`config.mk`:
```
export PLATFORM = sky130hd
export DESIGN_NAME = pipeline_stall_ctrl
export DESIGN_NICKNAME = d
export VERILOG_FILES = /design/src/rtl/pipeline_stall_ctrl.sv
export SDC_FILE = /design/constraint.sdc
export NUM_CORES = 1
export LEC_CHECK = 0
export CAP_MARGIN = 5
export CORE_UTILIZATION = 50
export CTS_CLUSTER_DIAMETER = 150
export DETAILED_ROUTE_END_ITERATION = 8
export PLACE_DENSITY = 0.77
export SKIP_LAST_GASP = 1
export SYNTH_ARGS = -nofsm -noshare
export SYNTH_HDL_FRONTEND = slang
export SYNTH_SLANG_ARGS = --single-unit
```
`constraint.sdc`:
```
create_clock -name clk -period 3.95 [get_ports clk]
set_input_delay 0.9875 -clock clk [delete_from_list [all_inputs] [get_ports clk]]
set_output_delay 0.9875 -clock clk [all_outputs]
set_load 0.02 [all_outputs]
```
`src/rtl/pipeline_stall_ctrl.sv`:
```
// pipeline_stall_ctrl: hazard/stall controller for a classic 5-stage pipeline.
// Arbitrates between data-memory wait, taken-branch flush, load-use stall and
// normal run. Control outputs are combinational from state and inputs.
// Ports:
//   clk, rst                 clock, asynchronous active-low reset
//   IFID_rs/IFID_rt          source registers of the instruction in IF/ID
//   IDEX_rt, IDEX_MemRead    destination and load flag of the instruction in ID/EX
//   EXMEM_branch_taken       resolved taken branch in EX/MEM
//   mem_req, mem_ready       data memory handshake in MEM
//   PC_write, IFID_write     PC / IF/ID write enables
//   IFID_flush, IDEX_bubble  IF/ID clear, ID/EX NOP insertion
//   EXMEM_hold               hold EX/MEM and MEM/WB
//   mem_timeout              sticky memory timeout flag
//   stall_cnt                saturating count of cycles with PC_write=0
module pipeline_stall_ctrl #(
  parameter int unsigned LOAD_STALL_CYCLES = 1,
  parameter int unsigned MEM_TIMEOUT       = 255,
  localparam int unsigned REG_W = 5,
  localparam int unsigned CNT_W = 16,
  localparam int unsigned LD_W  = 3
) (
  input  logic             clk,
  input  logic             rst,
  input  logic [REG_W-1:0] IFID_rs,
  input  logic [REG_W-1:0] IFID_rt,
  input  logic [REG_W-1:0] IDEX_rt,
  input  logic             IDEX_MemRead,
  input  logic             EXMEM_branch_taken,
  input  logic             mem_req,
  input  logic             mem_ready,
  output logic             PC_write,
  output logic             IFID_write,
  output logic             IFID_flush,
  output logic             IDEX_bubble,
  output logic             EXMEM_hold,
  output logic             mem_timeout,
  output logic [CNT_W-1:0] stall_cnt
);

  typedef enum logic [1:0] {
    RUN        = 2'd0,
    LOAD_STALL = 2'd1,
    MEM_WAIT   = 2'd2
  } state_t;

  localparam logic [CNT_W-1:0] CNT_MAX = {CNT_W{1'b1}};

  state_t           state_q, state_d;
  state_t           ret_state_q, ret_state_d;
  state_t           cur_state_c;
  logic [LD_W-1:0]  ld_cnt_q, ld_cnt_d;
  logic [CNT_W-1:0] wait_cnt_q, wait_cnt_d;
  logic             mem_timeout_q, mem_timeout_d;
  logic [CNT_W-1:0] stall_cnt_q, stall_cnt_d;
  logic             mem_wait_c;
  logic             hazard_c;

  assign mem_wait_c = mem_req && !mem_ready;

  // Load-use hazard; r0 is hardwired zero and never creates a dependency.
  assign hazard_c = IDEX_MemRead && (IDEX_rt != '0) &&
                    ((IDEX_rt == IFID_rs) || (IDEX_rt == IFID_rt));

  // Once the memory wait resolves, behave as the interrupted state this same cycle.
  assign cur_state_c = (state_q == MEM_WAIT) ? ret_state_q : state_q;

  // Next-state and control outputs, priority: mem wait > branch > load-use > run.
  always_comb begin
    PC_write      = 1'b1;
    IFID_write    = 1'b1;
    IFID_flush    = 1'b0;
    IDEX_bubble   = 1'b0;
    EXMEM_hold    = 1'b0;
    state_d       = state_q;
    ret_state_d   = ret_state_q;
    ld_cnt_d      = ld_cnt_q;
    wait_cnt_d    = wait_cnt_q;
    mem_timeout_d = mem_timeout_q;

    if (mem_wait_c) begin
      PC_write   = 1'b0;
      IFID_write = 1'b0;
      EXMEM_hold = 1'b1;
      state_d    = MEM_WAIT;
      if (state_q != MEM_WAIT) begin
        ret_state_d = state_q;
        wait_cnt_d  = '0;
      end else begin
        if (wait_cnt_q != CNT_MAX) begin
          wait_cnt_d = wait_cnt_q + CNT_W'(1);
        end
        if ((17'(wait_cnt_q) + 17'd1) == 17'(MEM_TIMEOUT)) begin
          mem_timeout_d = 1'b1;
        end
      end
    end else if (EXMEM_branch_taken) begin
      IFID_flush  = 1'b1;
      IDEX_bubble = 1'b1;
      state_d     = RUN;
      ld_cnt_d    = '0;
    end else if (cur_state_c == LOAD_STALL) begin
      PC_write    = 1'b0;
      IFID_write  = 1'b0;
      IDEX_bubble = 1'b1;
      if (ld_cnt_q <= LD_W'(1)) begin
        state_d  = RUN;
        ld_cnt_d = '0;
      end else begin
        state_d  = LOAD_STALL;
        ld_cnt_d = ld_cnt_q - LD_W'(1);
      end
    end else if (hazard_c) begin
      PC_write    = 1'b0;
      IFID_write  = 1'b0;
      IDEX_bubble = 1'b1;
      if (LOAD_STALL_CYCLES <= 1) begin
        state_d = RUN;
      end else begin
        state_d  = LOAD_STALL;
        ld_cnt_d = LD_W'(LOAD_STALL_CYCLES - 1);
      end
    end else begin
      state_d = RUN;
    end
  end

  // Stall cycle counter saturates rather than wrapping.
  always_comb begin
    stall_cnt_d = stall_cnt_q;
    if (!PC_write && (stall_cnt_q != CNT_MAX)) begin
      stall_cnt_d = stall_cnt_q + CNT_W'(1);
    end
  end

  // State registers.
  always_ff @(posedge clk or negedge rst) begin
    if (!rst) begin
      state_q       <= RUN;
      ret_state_q   <= RUN;
      ld_cnt_q      <= '0;
      wait_cnt_q    <= '0;
      mem_timeout_q <= 1'b0;
      stall_cnt_q   <= '0;
    end else begin
      state_q       <= state_d;
      ret_state_q   <= ret_state_d;
      ld_cnt_q      <= ld_cnt_d;
      wait_cnt_q    <= wait_cnt_d;
      mem_timeout_q <= mem_timeout_d;
      stall_cnt_q   <= stall_cnt_d;
    end
  end

  assign mem_timeout = mem_timeout_q;
  assign stall_cnt   = stall_cnt_q;

endmodule

```
==> results.cfg, run 1 <==
[status]
status = finished, violations left
violations = DRC

[finish]
diodes = 0
layout_commonest_cell = dfrtp_1
layout-area-overhead-vs-synth_pct = 26.3
final_cells = 365
nNetsFinal = 338
final_cell_mix = dfrtp_1 (40), clkdlybuf4s50_1 (38), nand2_1 (30)
fin_area_mm2 = 0.00298
post_route_cells_drive_above_1_share_pct = 8.31

[synthesis]
synthesis.nets = 289
syn-mean-instance-area_um2 = 8.97
synth-edff-count = 0
ys_ff_latch = 40
synth_cells = 263
synth_area_mm2 = 0.00236
ys_warn_count = 0
ys_types = 48
yosysSeqAreaShare_pct = 42.4
ys.flop_type = dfrtp_1
async_flop_share_pct = 100

[setup_path]
critPathMaxStageDelay_ps = 540
cp_cell_sequence = clkdlybuf4s50_1 -> or4_1 -> o21ai_1 -> inv_1 -> a311oi_4 -> dlygate4sd2_1
crit_type = primary input to primary output
slowest_stage = or4_1
arrival_ps = 2850
critPathMaxFanout = 3
r2r_cells = 7
endpoint_kind = primary output
startpoint_type = primary input
cp_data_required_time_ps = 2960

[timing]
period_share_pct = 97.1
tightest_slew_ps = 1010
fin_skew_ps = 8.18
maxSlewViolCount = 0
grt_setup_unrepaired = no
max_freq_mhz = 261
slew_headroom_pct = 32.1
period_needed_ps = 3830
setup_viol = 0
finalHoldViolCount = 0

[clock_tree]
clk_pin_slew_worst_paths_ps = 80
cts_tree = built
cts_buffer_depth = 2
numCtsBuffers = 5
post_cts_resized = 3
postCtsHoldBufs = 0
clk_latency_ps = 290
cts_htree_levels = 2
postCtsSetupBuffers = 0
ctsRootBufferMaster = clkbuf_8
clock_sinks = 40

[floorplanning]
die_w_um = 70.7
dieArea_mm2 = 0.00500
ioPinCount = 43
core.rowCount = 24
die_h_um = 70.7
core_area_mm2 = 0.00444
start_util_pct = 53.1

[flow_run]
cap_violations = 0

[grt]
grt_pass1_wl_mm = 8.42
track_usage_pct = 21.0
grt.overflow.total = 0
antenna_found_initial = 0
grt_pass1_vias = 1914
grt_max_degree = 41

[hold_path]
holdCritPathClass = flip-flop to flip-flop
hold_path_depth = 1

[detailed_routing]
initialDrtViolationCount = 157
firstDrtPassIters = 6
via_per_inst = 5.73
ant_nets = 0
routed_wl_mm = 4.94
drc_errors = 4
route.vias.total = 2091
wire_per_inst_um = 13.5

[placement]
dp_hpwl_mm = 3.56
gp_congestion = 0.832
place_area_mm2 = 0.00286
dp_cells = 357
port_buffers = 42

[power]
vdd_ir_drop_max_mv = 0.155
powerDensity_mw_per_mm2 = 391
leakage_uw = 0.00123
## cell families (layout without fill, tap and decap cells)
family / Yosys count / count (layout) / synth area share [%]
AOI/OAI and AO/OA: 57 / 57 / 16.1
xor gates and xnor gates: 25 / 25 / 9.28
adders and majority gates: 5 / 5 / 2.65
buffers and inverters: 18 / 68 / 3.61
DFF: 40 / 40 / 42.4
muxes: 2 / 2 / 1.11
and+or+nand+nor: 116 / 116 / 24.8
## path summary, 6_finish.rpt
path	to	from	slack, ps
hold / removal	mem_timeout	mem_timeout	490
max in group asynchronous	ret_state_q[1]	rst	2590
setup reg to reg	wait_cnt_q[15]	wait_cnt_q[0]	1230
min in group asynchronous	stall_cnt[15]	rst	810
hold reg to reg	mem_timeout	mem_timeout	490
setup / recovery	IFID_write	IDEX_rt[1]	120
## cell usage after synthesis, types with 2 or more instances
library cell | instances | area share, %
a31oi_1 | 3 | 0.80
nor2_1 | 23 | 3.7
and4_1 | 4 | 1.5
ha_1 | 5 | 2.7
nand2_1 | 30 | 4.8
nor4_1 | 5 | 1.3
nor2b_1 | 2 | 0.53
nand4_1 | 2 | 0.53
o31ai_1 | 12 | 3.8
a21oi_1 | 8 | 1.7
nand2b_1 | 7 | 1.9
clkbuf_1 | 2 | 0.32
xnor2_1 | 12 | 4.5
o21ai_0 | 21 | 4.5
inv_1 | 8 | 1.3
nor3_1 | 7 | 1.5
dfrtp_1 | 40 | 42
nor4b_1 | 2 | 0.74
buf_2 | 5 | 1.1
nand3_1 | 22 | 4.7
xor2_1 | 13 | 4.8
or3_1 | 4 | 1.1
## state kept, by name, indices dropped and copies added (netlist names)
register	flops
ret_state_q	2
ld_cnt_q	3
stall_cnt	16
state_q	2
wait_cnt_q	16
mem_timeout	1
## critical path, delay by kind of cell
kind	cells	cell delay (ps)
and+or+nand+nor	1	540
buffers and inverters	3	860
AOI/OAI and AO/OA	2	450
## report_power, final
group | internal (uW) | switching, uW | leakage (uW)
Clock | 187 | 145 | 0.0000541
Sequential | 457 | 60.1 | 0.000521
Combinational | 160 | 156 | 0.000650
Total | 804 | 362 | 0.00123
## metrics by stage
step	utilization (%)	total power (uW)	setup slack (ps)	TNS [ps]	hold slack [ps]
detailed placement	64.4	847	-196	-391	472
CTS	66.9	1180	68.3	0	490
finish	67.0	1170	116	0	492
global route	67.0	1220	23.2	0	521
floorplan	-	681	481	0	450
global placement	64.4	839	-185	-370	451
## final cells by class
cell class / count / area [um2]
clock inverters: 3 / 42.5
repair buffers: 51 / 483
well taps: 52 / 65.1
multi-input cells: 205 / 1280
inverters: 9 / 33.8
clock buffers: 5 / 68.8
fillers: 375 / 1470
flip-flops and latches: 40 / 1000
## layer usage
layer	part of all wire, %	global-route usage, %	vias up	wire length, um
li1	-	-	1037	-
met1	46	27.0	989	2280
met2	48	35.4	58	2400
met3	4.0	4.42	7	197
met4	1.3	7.11	0	66
met5	0	0	-	0
No activity file was read; power rests on OpenSTA's default activity.
==> run 2: changes to the inputs <==
- SLEW_MARGIN: default -> 10
==> results of run 2 <==
Same layout as run 1: the final DEF is identical, and so are final timing and power.
==> run 3: changes to the inputs <==
- CORE_UTILIZATION: 50 -> 40
- PLACE_DENSITY: 0.77 -> default
==> run 3 against run 2 <==
The run now ends clean. Design area up 0.84%. Critical path depth unchanged. Power about the same. Wire length up 3.9%. First-iteration DRC count down 22%. Setup slack worse by 49 ps. Cell count up 5.5%. Core utilization down 13 points. Global-route usage down 2.3 points. Sequential power about the same. Sequential cell count unchanged. Critical endpoint unchanged.
==> results.cfg, run 3 (synthesized netlist as in run 1, its figures left out) <==
[clock_tree]
cts_buffer_depth = 2
ctsRootBufferMaster = clkbuf_8
clk_pin_slew_worst_paths_ps = 80
clock_sinks = 40
numCtsBuffers = 5
cts_tree = built
cts_htree_levels = 2
clk_latency_ps = 290

[floorplanning]
die_w_um = 78.8
start_util_pct = 42.1
core.rowCount = 27
dieArea_mm2 = 0.00621
ioPinCount = 43
core_area_mm2 = 0.00561
die_h_um = 78.8

[timing]
slew_headroom_pct = 41.2
period_needed_ps = 3880
period_share_pct = 98.3
setup_viol = 0
fin_skew_ps = 7.05
fin_ws_ps = 66.8
finalHoldViolCount = 0
grt_setup_unrepaired = yes
tightest_slew_ps = 882
whs_ps = 481
max_freq_mhz = 258
maxSlewViolCount = 0

[detailed_routing]
route.vias.total = 2105
ant_nets = 0
routed_wl_mm = 5.13
drc_errors = 0
initialDrtViolationCount = 122
wire_per_inst_um = 13.3
firstDrtPassIters = 4
via_per_inst = 5.47

[setup_path]
r2r-end = wait_cnt_q[7]
critPathMaxFanout = 3
r2r_cells = 8
cp_data_required_time_ps = 2960
slowest_stage = or4_1
r2r_slack_ps = 1620
critPathMaxStageDelay_ps = 540
rr_startpoint = wait_cnt_q[0]
path_delay_family = buffers and inverters
arrival_ps = 2900
crit_type = primary input to primary output
critPathBufInv = 3
startpoint_type = primary input
endpoint_kind = primary output
cp_cell_sequence = clkdlybuf4s50_1 -> or4_1 -> o21ai_1 -> inv_1 -> a311oi_4 -> dlygate4sd2_1

[placement]
dp_cells = 377
dp_hpwl_mm = 3.70
place_area_mm2 = 0.00289
port_buffers = 42
gp_congestion = 0.789
post-place-ws_ps = -255

[power]
vdd_ir_drop_max_mv = 0.229
powerDensity_mw_per_mm2 = 388
leakage_uw = 0.00123

[finish]
diodes = 0
layout_commonest_cell = dfrtp_1
fillers = 558
post_route_cells_drive_above_1_share_pct = 8.31
final_cells = 385
layout-area-overhead-vs-synth_pct = 27.3
final_cell_mix = dfrtp_1 (40), clkdlybuf4s50_1 (38), nand2_1 (30)
nNetsFinal = 338
fin_area_mm2 = 0.00300

[status]
status = complete, no violations

[grt]
grt.overflow.total = 0
track_usage_pct = 18.7
grt_pass1_vias = 2079
antenna_found_initial = 0
grt_pass1_wl_mm = 9.31
grt_max_degree = 41

[hold_path]
hold_path_depth = 1
holdCritPathClass = flip-flop to flip-flop
hold_start = mem_timeout
hold_end = mem_timeout

[flow_run]
cap_violations = 0
[run 3: cell type report]
type                            instances  area [um2]  area share (%)
Multi-Input combinational cell        205        1280            42.7
Tap cell                               72        90.1            3.00
Clock inverter                          3        42.5            1.42
Timing Repair Buffer                   51         483            16.1
Sequential cell                        40        1000            33.3
Clock buffer                            5        68.8            2.29
Inverter                                9        33.8            1.13
[run 3: how the worst max path moves through the flow]
stage / startpoint / to / cells past startpoint
floorplan: IDEX_rt[1] / PC_write / 6
finish: IDEX_rt[1] / IFID_write / 6
global route: IDEX_rt[1] / IFID_write / 6
global placement: IDEX_rt[1] / PC_write / 6
detailed placement: IDEX_rt[1] / IFID_write / 6
CTS: IDEX_rt[2] / IDEX_bubble / 8
[run 3: worst reg2reg max path, cell delays in order (launching register included)]
cell	delay (ps)
dfrtp_1	430
ha_1	250
and3_1	240
nand2_1	110
o31ai_2	580
buf_4	310
nor2_1	60
o21ai_0	140
o41ai_1	90
[run 3: layer usage]
layer	GRT usage (%)	vias up	share of wire [%]
li1	-	1041	-
met1	26.3	1003	49
met2	29.0	53	46
met3	3.79	8	4.5
met4	5.19	0	1.3
met5	0	-	0
[run 3: metrics by stage]
stage / utilization (%) / power [uW] / TNS (ps)
CTS: 53.4 / 1180 / 0
global route: 53.5 / 1230 / -61.7
detailed placement: 51.5 / 844 / -507
finish: 53.5 / 1170 / 0
floorplan: - / 681 / 0
global placement: 51.5 / 841 / -494
[run 3: repair_timing]
item,in CTS,in global routing
endpoints found under the setup margin,2,3
setup buffers,0,0
resized for setup,2,2
pin swaps,0,0
hold buffers,0,0
[run 3: report_power, final]
part           leakage (uW)  total (uW)  internal [uW]  switching [uW]
clock network     0.0000541         334            187             147
registers          0.000521         518            457            61.0
logic              0.000650         314            159             155
